--- config.mk ---
export PLATFORM = sky130hd
export DESIGN_NAME = encoder_speed_sampler
export DESIGN_NICKNAME = d
export VERILOG_FILES = /design/src/rtl/encoder_speed_sampler.sv
export SDC_FILE = /design/constraint.sdc
export NUM_CORES = 1
export LEC_CHECK = 0
export ABC_AREA = 1
export CORE_AREA = 5 5 204 206
export DETAILED_ROUTE_END_ITERATION = 8
export DIE_AREA = 0 0 209 211
export GPL_TIMING_DRIVEN = 0
export SETUP_SLACK_MARGIN = 0.15
export SLEW_MARGIN = 20
export SYNTH_ARGS = -nofsm -noshare
export SYNTH_HDL_FRONTEND = slang
export SYNTH_SLANG_ARGS = --single-unit
--- constraint.sdc ---
create_clock -name clk -period 3.75 [get_ports clk]
set_clock_uncertainty 0.05 [all_clocks]
set_input_delay 0.5625 -clock clk [delete_from_list [all_inputs] [get_ports clk]]
set_output_delay 0.5625 -clock clk [all_outputs]
set_load 0.05 [all_outputs]
--- src/rtl/encoder_speed_sampler.sv ---
// Periodic two-channel wheel-encoder sampler: reads both counter slaves every PERIOD
// clocks, stores signed deltas about CENTER, re-centers the counters and raises irq.
module encoder_speed_sampler #(
    parameter logic [31:0] PERIOD_RST = 32'd500000,
    parameter logic [15:0] CENTER     = 16'h8000,
    parameter logic [31:0] MIN_PERIOD = 32'd4
) (
    input  logic        clk,
    input  logic        reset_n,
    input  logic        s_cs,
    input  logic        s_write,
    input  logic        s_read,
    input  logic [2:0]  s_address,
    input  logic [31:0] s_writedata,
    output logic [31:0] s_readdata,
    output logic        irq,
    output logic        m0_cs,
    output logic        m0_write,
    output logic        m0_read,
    output logic [2:0]  m0_address,
    output logic [31:0] m0_writedata,
    input  logic [31:0] m0_readdata,
    output logic        m1_cs,
    output logic        m1_write,
    output logic        m1_read,
    output logic [2:0]  m1_address,
    output logic [31:0] m1_writedata,
    input  logic [31:0] m1_readdata
);
    localparam logic [2:0] S_IDLE    = 3'd0;
    localparam logic [2:0] S_INIT_LD = 3'd1;
    localparam logic [2:0] S_INIT_EN = 3'd2;
    localparam logic [2:0] S_WAIT    = 3'd3;
    localparam logic [2:0] S_RD      = 3'd4;
    localparam logic [2:0] S_CAP     = 3'd5;
    localparam logic [2:0] S_LD      = 3'd6;
    localparam logic [2:0] S_DIS     = 3'd7;

    logic [2:0]  state_q, state_d;
    logic [31:0] timer_q, timer_d;
    logic [1:0]  ctrl_q, ctrl_d;
    logic [31:0] period_q, period_d;
    logic [1:0]  status_q, status_d;
    logic [15:0] delta0_q, delta0_d;
    logic [15:0] delta1_q, delta1_d;
    logic [31:0] sample_cnt_q, sample_cnt_d;
    logic [31:0] readdata_q, readdata_d;

    logic        cpu_wr, cpu_rd, run, tick, timer_wrap;
    logic [31:0] eff_period;
    logic        m_cs, m_write, m_read;
    logic [2:0]  m_address;
    logic [31:0] m_writedata;
    logic        unused_readdata_hi;

    assign unused_readdata_hi = ^{m0_readdata[31:16], m1_readdata[31:16]};

    always_comb begin
        cpu_wr     = s_cs & s_write;
        cpu_rd     = s_cs & s_read;
        run        = ctrl_q[0];
        eff_period = (period_q < MIN_PERIOD) ? MIN_PERIOD : period_q;
        timer_wrap = (timer_q == eff_period - 32'd1);
        tick       = (state_q == S_WAIT) && timer_wrap;
    end

    always_comb begin
        state_d = state_q;
        case (state_q)
            S_IDLE:    if (run) state_d = S_INIT_LD;
            S_INIT_LD: state_d = S_INIT_EN;
            S_INIT_EN: state_d = run ? S_WAIT : S_DIS;
            S_WAIT: begin
                if (!run)     state_d = S_DIS;
                else if (tick) state_d = S_RD;
            end
            S_RD:      state_d = S_CAP;
            S_CAP:     state_d = S_LD;
            S_LD:      state_d = run ? S_WAIT : S_DIS;
            default:   state_d = S_IDLE;
        endcase
    end

    // The timer reads 0 during INIT_EN and RD and free-runs through RD/CAP/LD,
    // so RD pulses land exactly one effective period apart.
    always_comb begin
        case (state_q)
            S_IDLE, S_INIT_LD, S_DIS: timer_d = 32'd0;
            default:                  timer_d = timer_wrap ? 32'd0 : timer_q + 32'd1;
        endcase
        if (cpu_wr && s_address == 3'd1) timer_d = 32'd0;
    end

    always_comb begin
        ctrl_d       = ctrl_q;
        period_d     = period_q;
        status_d     = status_q;
        delta0_d     = delta0_q;
        delta1_d     = delta1_q;
        sample_cnt_d = sample_cnt_q;
        if (cpu_wr) begin
            case (s_address)
                3'd0:    ctrl_d   = s_writedata[1:0];
                3'd1:    period_d = s_writedata;
                3'd2:    status_d = status_q & ~s_writedata[1:0];
                default: ;
            endcase
        end
        // Capture comes after the W1C so a same-cycle set wins.
        if (state_q == S_CAP) begin
            delta0_d     = m0_readdata[15:0] - CENTER;
            delta1_d     = m1_readdata[15:0] - CENTER;
            sample_cnt_d = sample_cnt_q + 32'd1;
            status_d[1]  = status_d[1] | status_q[0];
            status_d[0]  = 1'b1;
        end
    end

    always_comb begin
        readdata_d = readdata_q;
        if (cpu_rd) begin
            case (s_address)
                3'd0:    readdata_d = {30'd0, ctrl_q};
                3'd1:    readdata_d = period_q;
                3'd2:    readdata_d = {30'd0, status_q};
                3'd3:    readdata_d = {{16{delta0_q[15]}}, delta0_q};
                3'd4:    readdata_d = {{16{delta1_q[15]}}, delta1_q};
                3'd5:    readdata_d = sample_cnt_q;
                default: readdata_d = 32'd0;
            endcase
        end
    end

    always_comb begin
        m_cs        = 1'b0;
        m_write     = 1'b0;
        m_read      = 1'b0;
        m_address   = 3'd0;
        m_writedata = 32'd0;
        case (state_q)
            S_INIT_LD, S_LD: begin
                m_cs = 1'b1; m_write = 1'b1; m_address = 3'd2;
                m_writedata = {16'd0, CENTER};
            end
            S_INIT_EN: begin
                m_cs = 1'b1; m_write = 1'b1; m_address = 3'd1; m_writedata = 32'd1;
            end
            S_DIS: begin
                m_cs = 1'b1; m_write = 1'b1; m_address = 3'd1;
            end
            S_RD: begin
                m_cs = 1'b1; m_read = 1'b1;
            end
            default: ;
        endcase
    end

    always_ff @(posedge clk or negedge reset_n) begin
        if (!reset_n) begin
            state_q      <= S_IDLE;
            timer_q      <= 32'd0;
            ctrl_q       <= 2'd0;
            period_q     <= PERIOD_RST;
            status_q     <= 2'd0;
            delta0_q     <= 16'd0;
            delta1_q     <= 16'd0;
            sample_cnt_q <= 32'd0;
            readdata_q   <= 32'd0;
        end else begin
            state_q      <= state_d;
            timer_q      <= timer_d;
            ctrl_q       <= ctrl_d;
            period_q     <= period_d;
            status_q     <= status_d;
            delta0_q     <= delta0_d;
            delta1_q     <= delta1_d;
            sample_cnt_q <= sample_cnt_d;
            readdata_q   <= readdata_d;
        end
    end

    assign s_readdata   = readdata_q;
    assign irq          = ctrl_q[1] & status_q[0];
    assign m0_cs        = m_cs;
    assign m0_write     = m_write;
    assign m0_read      = m_read;
    assign m0_address   = m_address;
    assign m0_writedata = m_writedata;
    assign m1_cs        = m_cs;
    assign m1_write     = m_write;
    assign m1_read      = m_read;
    assign m1_address   = m_address;
    assign m1_writedata = m_writedata;
endmodule

==> flow_metrics.env, run 1 <==
export IMPL_slew_headroom=0.336
export IMPL_drc_errors=0
export IMPL_cts_tree="yes"
export IMPL_combinationalPowerShare=0.402
export IMPL_synthCells=1272
export IMPL_path_buf_inv=3
export IMPL_start_util=0.247
export IMPL_final_area_um2=12500
export IMPL_synth_top_area_frac=0.410
export IMPL_status="complete, no violations"
export IMPL_dp_hpwl_mm=24.1
export IMPL_setup_viol=0
export IMPL_cts_max_level=4
export IMPL_fin_cells=2015
export IMPL_drt_wl_total_mm=30.3
export IMPL_vias=8846
export IMPL_path_clk_slew_ns=0.08
export IMPL_drive_gt1_frac=0.109
export IMPL_finalHoldViolations=0
export IMPL_path_delay_family="simple AND/OR/NAND/NOR gates"
export IMPL_core_area_um2=39500
export IMPL_grt_pass1_vias=8482
export IMPL_fin_crit_sh=0.923
export IMPL_grt_max_degree=86
export IMPL_slowest_delay_ns=0.48
export IMPL_peakVddDrop_mv=0.332
export IMPL_maxSlewViolCount=0
export IMPL_die_h_um=211
export IMPL_path_class="reg2reg"
export IMPL_cts_hold_buf=0
export IMPL_synth_edff_count=0
export IMPL_synth_ff_type="dfrtp_1"
export IMPL_holdCritPathClass="in2async"
export IMPL_placed_cell_area_um2=11900
export IMPL_worst_slew_pin_slew_ns=0.988
export IMPL_p_seq_frac=0.355
export IMPL_critPathSlowestCell="dfrtp_1"
export IMPL_cts_root_buf="clkbuf_16"
export IMPL_intPower_mw=4.06
export IMPL_swShare=0.434
export IMPL_crit_path_max_fanout=10
export IMPL_layout_min_cycle_time_ns=3.46
export IMPL_max_cap_violations=0
export IMPL_cp_cell_sequence="nor2_1 > nand2_2 > nor2_1 > nand2_1 > nor2_2 > nor2_1 > inv_1 > ha_2 > nand4_4 > nor2_4 > buf_4 > xor2_1 > nand2_1 > nor2_1 > nand2_1 > nor2_1 > nand3_2 > nand2_4 > buf_6 > nor2_1"
export IMPL_synth_area_um2=9760
export IMPL_drt_pass1_iter_count=5
export IMPL_max_freq_mhz=289
export IMPL_final_nets=1584
export IMPL_place_congestion=0.939
export IMPL_diodes=0
export IMPL_drtIter0Drc=715
export IMPL_routed_via_density=4.39
export IMPL_clock_sinks=167
export IMPL_grt_antenna_before_repair=1
export IMPL_grt_pass1_wl_mm=47.5
export IMPL_ys_seq_elements=167
export IMPL_area_growth_syn_to_layout_pct=28.3
export IMPL_cp_common_cell="nor2_1"
export IMPL_io_buffers=118
export IMPL_place_inst=1977
export IMPL_clk_latency_ns=0.45
export IMPL_power_density_nw_per_um2=573
export IMPL_yosys_warnings=0
export IMPL_p_sw_mw=3.11
export IMPL_post_route_util=0.317
export IMPL_worstPathArrival_ns=3.75
export IMPL_leakagePower_nw=5.86
export IMPL_rows=73
export IMPL_clock_path_buffers=2
export IMPL_grt_overflow_total=0
export IMPL_cp_data_required_time_ns=4.03
export IMPL_synth_distinct_cells=48
export IMPL_rsz0062_at_grt="false"
export IMPL_ant_nets=0
export IMPL_ys_seq_area_frac=0.429
export IMPL_avgSynthCellArea_um2=7.67
export IMPL_synthArstFlopShare=1.00
export IMPL_yosys_area_top_type="dfrtp_1"
export IMPL_start_kind="flip-flop"
export IMPL_post_drt_wl_per_cell_um=15.0
export IMPL_design_die_area_um2=44100
export IMPL_timing_hold_ws_ns=0.0303
export IMPL_critPathCaptureType="flip-flop"
export IMPL_clkPwrFrac=0.242
export IMPL_cts_made_buffers=17
export IMPL_die_x_um=209
export IMPL_track_usage=0.136
export IMPL_io_pins=213
export IMPL_synth_area_top_cells="dfrtp_1 (41%), nand2_1 (13%), inv_1 (5.8%)"
placed cells by master (no fill, tap or decap), drive strengths merged, types with 29 or more instances in the layout:
cell             n
buf             82
nand3           55
nand4           29
clkdlybuf4s50  117
nand2          354
xor2            63
conb            62
dfrtp          160
clkbuf          46
o21ai           83
nor2           140
inv            159
cell families after synthesis:
kind of cell               count (synthesis)  synth area share
other                                      1          0.000384
adders and majority gates                  3           0.00385
AOI/OAI and AO/OA                        136            0.0846
buffers and inverters                    254             0.127
DFF                                      167             0.429
xor gates and xnor gates                  79            0.0723
and+or+nand+nor                          632             0.282
routing by layer:
metal | part of all wire | track usage | up-vias
met5 | 0 | 0 | -
li1 | - | - | 4350
met2 | 0.42 | 0.200 | 339
met4 | 0.015 | 0.0371 | 0
met1 | 0.48 | 0.198 | 4128
met3 | 0.084 | 0.0359 | 29
synth_stat cells (3+ instances only):
master    number
inv_1        150
ha_1           3
dfstp_2        7
nand2_2        3
nor2_1       121
nor4_1        13
a22oi_1        3
dfrtp_1      160
a21oi_1        8
nand3_1       54
xor2_1        63
xnor2_1       15
nor2_4         4
nand4_1       27
nand3b_1       5
a31oi_1        4
nor3_1        25
a221oi_1      27
o21ai_0       82
clkbuf_1      29
buf_4         69
nor2_2        15
or2_2          3
nand2_1      349
path summary, 6_finish.rpt:
check,start,endpoint,slack (ns),cells past startpoint
min in group clk,s_readdata[4]$_DFFE_PN0P_,s_readdata[4]$_DFFE_PN0P_,0.43,1
worst min register to register,s_readdata[4]$_DFFE_PN0P_,s_readdata[4]$_DFFE_PN0P_,0.43,1
max in group asynchronous,reset_n,period_q[18]$_DFFE_PN1P_,2.71,2
worst max-delay path,period_q[23]$_DFFE_PN0P_,timer_q[19]$_DFF_PN0_,0.29,20
worst min-delay path,reset_n,timer_q[14]$_DFF_PN0_,0.03,1
worst max register to register,period_q[23]$_DFFE_PN0P_,timer_q[19]$_DFF_PN0_,0.29,20
state kept, by name (all words and copies together) (netlist names):
| signal | flops |
|---|---|
| sample_cnt_q | 32 |
| state_q | 3 |
| period_q | 32 |
| ctrl_q | 2 |
| status_q | 2 |
| delta1_q | 16 |
| delta0_q | 16 |
| s_readdata | 32 |
| timer_q | 32 |
per-stage QoR:
stage	power, mW	setup TNS [ns]	worst slack (ns)
6_report	7.17	0	0.287
5_1_grt	7.59	0	0.144
4_1_cts	7.18	0	0.166
3_5_place_dp	5.43	0	0.134
3_3_place_gp	5.40	-799.75	-4.89
2_1_floorplan	4.48	0	0.872
layout make-up:
class	count	area [µm²]
Tap cell	525	657
Clock inverter	15	155
Fill cell	4215	26900
Sequential cell	167	4190
Timing Repair Buffer	125	1270
Inverter	151	569
Buffer	103	674
Clock buffer	17	425
Multi-Input combinational cell	912	4580
timing repair:
item                                    in CTS  in global routing
pin swaps                                    0                  3
buffers inserted                             0                  6
resized for setup                            1                  7
gates cloned                                 0                  0
endpoints found under the setup margin      20                 35
power by group through the flow:
stage	combinational, mW	sequential [mW]	clock (mW)
6_report	2.88	2.55	1.74
5_1_grt	3.14	2.59	1.86
4_1_cts	2.87	2.54	1.77
3_5_place_dp	2.86	2.57	0
3_3_place_gp	2.83	2.57	0
2_1_floorplan	1.79	2.69	0
(Power assumes the default switching activity.)
==> run 2, diff against run 1 <==
--- a/config.mk
+++ b/config.mk
@@ -6,6 +6,8 @@
 export NUM_CORES = 1
 export LEC_CHECK = 0
 export ABC_AREA = 1
+export ABC_CLOCK_PERIOD_IN_PS = 3750
+export CAP_MARGIN = 30
 export CORE_AREA = 5 5 204 206
 export DETAILED_ROUTE_END_ITERATION = 8
 export DIE_AREA = 0 0 209 211
==> results of run 2 <==
Final layout, timing and power as in run 1 (identical DEF).
